`config.mk`:
```
export PLATFORM = sky130hd
export DESIGN_NAME = three_dec
export DESIGN_NICKNAME = d
export VERILOG_FILES = /design/src/rtl/three_pkg.sv /design/src/rtl/dec2to4.sv /design/src/rtl/three_dec.sv
export SDC_FILE = /design/constraint.sdc
export NUM_CORES = 1
export LEC_CHECK = 0
export CAP_MARGIN = 25
export CORE_AREA = 2 2 39 41
export DETAILED_ROUTE_END_ITERATION = 6
export DIE_AREA = 0 0 41 43
export PLACE_DENSITY = 0.69
export SLEW_MARGIN = 0
export SYNTH_ARGS = -nofsm -noshare
export SYNTH_HDL_FRONTEND = slang
export SYNTH_SLANG_ARGS = --single-unit
export TNS_END_PERCENT = 5
```
`constraint.sdc`:
```
create_clock -name clk -period 1 [get_ports clk]
set_input_delay 0.2 -clock clk [delete_from_list [all_inputs] [get_ports clk]]
set_output_delay 0.2 -clock clk [all_outputs]
set_load 0.02 [all_outputs]
```
`src/rtl/three_pkg.sv`:
```
// Shared widths, select type and helpers for the registered 4-to-16 decoder.
package three_pkg;

  localparam int SEL_W = 4;
  localparam int OUT_W = 16;

  typedef logic [SEL_W-1:0] sel_t;

  function automatic logic is_onehot(input logic [OUT_W-1:0] v);
    return (v != '0) && ((v & (v - 1'b1)) == '0);
  endfunction

endpackage

```
`src/rtl/dec2to4.sv`:
```
// Combinational 2-to-4 decoder with enable; d[0] is asserted for a == 0.
module dec2to4 (
  input  logic       en,
  input  logic [1:0] a,
  output logic [0:3] d
);

  always_comb begin
    d = '0;
    if (en) d[a] = 1'b1;
  end

endmodule

```
`src/rtl/three_dec.sv`:
```
// Registered 4-to-16 one-hot decoder built as a two-level dec2to4 tree.
// Define THREE_ONEHOT_CHECK_EN to add the err output and its one-hot checker.
module three_dec
  import three_pkg::*;
(
  input  logic             clk,
  input  logic             rst_n,
  input  logic             en,
  input  logic [SEL_W-1:0] w,
  output logic [0:OUT_W-1] y
`ifdef THREE_ONEHOT_CHECK_EN
  ,
  output logic             err
`endif
);

  sel_t             sel;
  logic [0:3]       grp_en;
  logic [0:OUT_W-1] y_next;

  assign sel = w;

  dec2to4 u_pre (
    .en (en),
    .a  (sel[3:2]),
    .d  (grp_en)
  );

  // Group g covers y[4g..4g+3], so ascending slices keep y[0] as code 0.
  for (genvar g = 0; g < 4; g++) begin : g_grp
    dec2to4 u_grp (
      .en (grp_en[g]),
      .a  (sel[1:0]),
      .d  (y_next[4*g +: 4])
    );
  end

  always_ff @(posedge clk) begin
    if (!rst_n) y <= '0;
    else        y <= y_next;
  end

`ifdef THREE_ONEHOT_CHECK_EN
  logic en_q;

  // The enable that produced the current y decides which shape y must have.
  always_ff @(posedge clk) begin
    if (!rst_n) begin
      en_q <= 1'b0;
      err  <= 1'b0;
    end else begin
      en_q <= en;
      err  <= en_q ? !is_onehot(y) : (y != '0);
    end
  end
`endif

endmodule

```
==> flow_metrics.env, run 1 <==
export IMPL_coreArea_um2=1384
export IMPL_hp_start="w[1]"
export IMPL_finalWirelength_um=893
export IMPL_dp_hpwl_um=675.8
export IMPL_drv_cap=0
export IMPL_cts_buffers=3
export IMPL_setup_viol=0
export IMPL_die_area_um2=1763
export IMPL_drive_gt1_frac=0.3284
export IMPL_crit_path_end_kind="output port"
export IMPL_status="finished, final reports clean"
export IMPL_yosys_warnings=0
export IMPL_gr_usage_met1=0.1196
export IMPL_num_vias=355
export IMPL_ys_seq_area_frac=0.7335
export IMPL_initialDrtViolationCount=3
export IMPL_syn_avg_cell_area_um2=11.20
export IMPL_crit_path_start_kind="register"
export IMPL_path_cells="buf_2"
export IMPL_drt_first_pass_iters=2
export IMPL_use_met3=0.08377
export IMPL_peakVddDrop_mv=0.8596
export IMPL_largest_reg_flops=16
export IMPL_fmaxAchievable_mhz=1046
export IMPL_syn_instance_count=39
export IMPL_fin_hold_ws_ps=598.7
export IMPL_portBuffers=22
export IMPL_num_antenna_cells=0
export IMPL_wl_per_cell_um=10.76
export IMPL_postCtsSetupBuffers=0
export IMPL_cts_root_buf="clkbuf_4"
export IMPL_crit_path_top_delay_cell="dfxtp_1"
export IMPL_largest_register="y"
export IMPL_grt_remaining_overflow=0
export IMPL_worst_pin_slew_ps=210.3
export IMPL_crit_type="reg2out"
export IMPL_antenna_found_initial=0
export IMPL_grt_util_all_layers=0.1217
export IMPL_cts_tree="yes"
export IMPL_top_regs="y: 16 flops"
export IMPL_pin_count=23
export IMPL_hold_viol=0
export IMPL_grt_max_degree=10
export IMPL_cts_path_max_buffers=2
export IMPL_synth_nets=46
export IMPL_clk_pin_slew_ps=90
export IMPL_vias_per_cell=4.277
export IMPL_ys_ff_latch=16
export IMPL_start_util=0.3156
export IMPL_use_met2=0.1656
export IMPL_cts_htree_levels=1
export IMPL_critPathArrivalTime_ps=760
export IMPL_grt_first_pass_wirelength_um=1297
export IMPL_p_per_area_nw_per_um2=1726
export IMPL_die_x_um=41
export IMPL_cp_top_family="flip-flops"
export IMPL_crit_fanout=1
export IMPL_power_leakage_uw=0.0003017
export IMPL_fin_util=0.4720
export IMPL_rsz0062_at_grt="true"
export IMPL_fin_crit_sh=0.9562
export IMPL_min_period_ps=956.2
export IMPL_slew_violations=0
export IMPL_grt_pass1_vias=310
export IMPL_startpoint="y[5]"
export IMPL_clock_sinks=16
export IMPL_detail_route_antenna_nets=0
export IMPL_die_h_um=43
export IMPL_slowest_delay_ps=320
export IMPL_num_nets_final=75
export IMPL_syn2layout_area_growth_pct=49.57
export IMPL_path_buf_inv=1
export IMPL_cts_hold_buffers=0
export IMPL_finalWeightedCongestion=0.7353
export IMPL_hold_class="in2reg"
export IMPL_synth_cell_types=8
export IMPL_busiest_layer="met2"
export IMPL_row_count=14
export IMPL_post_route_drc_count=0
export IMPL_required_ps=800
export IMPL_relSlewSlack=0.8590
export IMPL_syn_area_um2=436.7
[what timing repair did]
item / 4_1_cts / 5_1_grt
gates cloned: 0 / 0
resized for setup: 64 / 2
setup endpoints to repair: 16 / 3
[cells in the mapped netlist (all sizes together)]
master / instances / area [um2]
nor3: 4 / 20.02
dfxtp: 16 / 320.3
nand2b: 2 / 12.51
nand2: 1 / 3.750
nand4: 1 / 6.260
nor2: 12 / 45.04
nand4b: 2 / 17.52
nand4bb: 1 / 11.26
[power by group]
part | switching (uW) | total, uW | internal [uW]
clock | 185 | 407 | 221
combinational | 37.8 | 76.3 | 38.5
sequential | 1.43 | 644 | 643
total | 225 | 1130 | 903
[per-stage QoR]
step                      cell area, um2  power, uW  std cells  TNS (ps)  setup WS (ps)
after floorplan                    436.7      685.4         39         0          370.3
after global placement             691.9      741.6         79     -3736         -235.4
after detailed placement           691.9      741.8         79     -3943         -260.5
after CTS                          648.1       1137         83         0          20.98
after global routing               653.1       1178         83    -9.239         -9.239
final                              653.1       1127         83         0          43.80
[final timing paths]
path                  endpoint  slack (ps)  depth (start not counted)
worst max-delay path      y[5]          40                          1
worst min-delay path      y[0]         600                          2
[kinds of logic after synthesis]
logic type    Yosys count  share of synthesized area
flops                  16                     0.7335
simple gates           23                     0.2665
[cell type report]
class | count | area, um2
fill | 141 | 730.7
sequential | 16 | 320.3
timing repair buffer | 24 | 160.2
multi-input combinational | 23 | 116.4
clock buffer | 4 | 36.28
tap | 16 | 20.02
[placed cells by master (no fill, tap or decap)]
cell	count
nand4_1	1
nand2b_1	2
nand4bb_1	1
clkbuf_8	1
nand4b_1	2
buf_4	4
clkdlybuf4s50_1	6
nand2_1	1
buf_2	14
dfxtp_1	16
nor2_1	12
nor3_1	4
clkbuf_4	3
[metal layers]
metal / wire (um) / share of wire
met1: 358 / 0.40
met2: 426 / 0.48
met5: 0 / 0
met3: 94 / 0.11
met4: 14 / 0.016
Power figures use the tool's default switching activity.
==> run 2, diff against run 1 <==
- ABC_AREA: not set -> 1
- PLACE_DENSITY: 0.69 -> 0.7
- RECOVER_POWER: not set -> 25
- SLEW_MARGIN: 0 -> not set
==> flow_metrics.env, run 2 <==
export IMPL_status="finished, final reports clean"
export IMPL_worst_pin_slew_ps=167.7
export IMPL_synth_top_area_share=0.7072
export IMPL_setup_ws_ps=29.17
export IMPL_p_per_area_nw_per_um2=1631
export IMPL_cts_htree_levels=1
export IMPL_synthTopCellsByCount="16 x dfxtp_1, 16 x nor2_1, 10 x nand2_1"
export IMPL_grt_max_degree=9
export IMPL_relSlewSlack=0.8879
export IMPL_synth_nets=57
export IMPL_placedCellCount=88
export IMPL_largest_reg_flops=16
export IMPL_pin_count=23
export IMPL_antenna_found_initial=0
export IMPL_row_count=14
export IMPL_synth_cell_types=5
export IMPL_critPathArrivalTime_ps=770
export IMPL_crit_path_start_kind="register"
export IMPL_top_regs="y: 16 flops"
export IMPL_cts_buffers=3
export IMPL_drive_gt1_frac=0.2667
export IMPL_peakVddDrop_mv=0.5604
export IMPL_synth_edf_count=0
export IMPL_grt_remaining_overflow=0
export IMPL_crit_type="reg2out"
export IMPL_hold_class="in2reg"
export IMPL_drt_first_pass_iters=2
export IMPL_path_buf_inv=1
export IMPL_synth_area_leaders="dfxtp_1 71%, nor2_1 13%, nand2_1 8.3%, inv_1 5.0%, nor2_2 2.8%"
export IMPL_fillers=150
export IMPL_yosys_warnings=0
export IMPL_path_cells="buf_2"
export IMPL_crit_path_end_kind="output port"
export IMPL_drv_cap=0
export IMPL_clock_sinks=16
export IMPL_use_met3=0.03141
export IMPL_min_period_ps=970.8
export IMPL_async_flop_share=0
export IMPL_crit_path_top_delay_cell="dfxtp_1"
export IMPL_cts_root_buf="clkbuf_4"
export IMPL_cts_tree="yes"
export IMPL_syn2layout_area_growth_pct=39.78
export IMPL_final_common_cell="nor2_1"
export IMPL_setup_viol=0
export IMPL_yosysTopAreaCell="dfxtp_1"
export IMPL_ys_flop_type="dfxtp_1"
export IMPL_syn_avg_cell_area_um2=9.059
export IMPL_postPlaceCellArea_um2=693.2
export IMPL_busiest_layer="met2"
export IMPL_detail_route_antenna_nets=0
export IMPL_die_area_um2=1763
export IMPL_ys_seq_area_frac=0.7072
export IMPL_num_nets_final=84
export IMPL_largest_register="y"
export IMPL_hold_viol=0
export IMPL_die_x_um=41
export IMPL_vias_per_cell=4.165
export IMPL_cts_path_max_buffers=2
export IMPL_initialDrtViolationCount=6
export IMPL_syn_area_um2=452.9
export IMPL_required_ps=800
export IMPL_holdPathStages=3
export IMPL_dp_hpwl_um=659.6
export IMPL_cp_top_family="flip-flops"
export IMPL_crit_cells=1
export IMPL_syn_instance_count=50
export IMPL_stdcell_area_um2=633.1
export IMPL_power_leakage_uw=0.0003332
export IMPL_gr_usage_met1=0.1196
export IMPL_slowest_delay_ps=330
export IMPL_mostFrequentLayoutCells="17 x nor2_1, 16 x buf_2, 16 x dfxtp_1"
export IMPL_ys_ff_latch=16
export IMPL_coreArea_um2=1384
export IMPL_grt_pass1_vias=311
export IMPL_slew_violations=0
export IMPL_seq_area_um2=320.3
export IMPL_die_h_um=43
export IMPL_layoutNonFillerInstCount=91
export IMPL_post_route_drc_count=0
export IMPL_finalWeightedCongestion=0.6949
export IMPL_rsz0062_at_grt="false"
export IMPL_clk_pin_slew_ps=80
export IMPL_fin_hold_ws_ps=620.4
export IMPL_grt_first_pass_wirelength_um=1200
export IMPL_start_util=0.3273
export IMPL_use_met2=0.1563
export IMPL_cts_repair_resized=63
export IMPL_fin_crit_sh=0.9708
export IMPL_num_vias=379
export IMPL_fmaxAchievable_mhz=1030
export IMPL_num_antenna_cells=0
export IMPL_finalWirelength_um=844
export IMPL_postCtsSetupBuffers=0
export IMPL_dp_slack_ps=-123.6
export IMPL_wl_per_cell_um=9.275
export IMPL_portBuffers=22
export IMPL_grt_util_all_layers=0.1085
export IMPL_cts_hold_buffers=0
export IMPL_multi_input_area_um2=107.6
export IMPL_crit_fanout=1
==> run 2: cell count changes in the layout (fill, tap and decap cells not counted), sizes merged, moves of 2 or more <==
cell | previous run | this run
nand2b | 2 | 0
nor3 | 4 | 0
nand2 | 1 | 10
nand4b | 2 | 0
nor2 | 12 | 18
buf | 18 | 16
inv | 0 | 6
==> run 2: power by group <==
| part | switching (uW) | total [uW] | internal, uW |
|---|---|---|---|
| Sequential | 1.33 | 644 | 643 |
| Clock | 176 | 316 | 140 |
| Combinational | 40.6 | 72.5 | 32.0 |
==> run 2: path summary, 6_finish.rpt <==
kind                end  slack, ps  startpoint
setup / recovery   y[0]         30        y[0]
hold / removal    y[11]        620        w[0]
==> run 2: cell families (layout without fill, tap and decap cells) <==
logic type | Yosys count | after routing | share of synthesized area
simple gates | 28 | 28 | 0.2431
flops | 16 | 16 | 0.7072
buf+inv | 6 | 31 | 0.04972
==> run 2: final cells by class <==
type,count,area share
clock buffer,3,0.03557
tap,16,0.03162
multi-input combinational,28,0.1700
sequential,16,0.5059
inverter,6,0.03557
timing repair buffer,22,0.2213
==> run 2: metrics by stage <==
stage	power (uW)	utilization	TNS [ps]
after floorplan	694.2	-	0
after global placement	739.0	0.5009	-2437
after detailed placement	740.3	0.5009	-2768
final	1032	0.4575	0
after global routing	1071	0.4575	0
after CTS	1048	0.4638	-47.48
==> run 2: layer usage <==
metal | share of wire | wire length (um)
met1 | 0.42 | 356
met2 | 0.43 | 364
met3 | 0.11 | 96
met4 | 0.032 | 27
met5 | 0 | 0
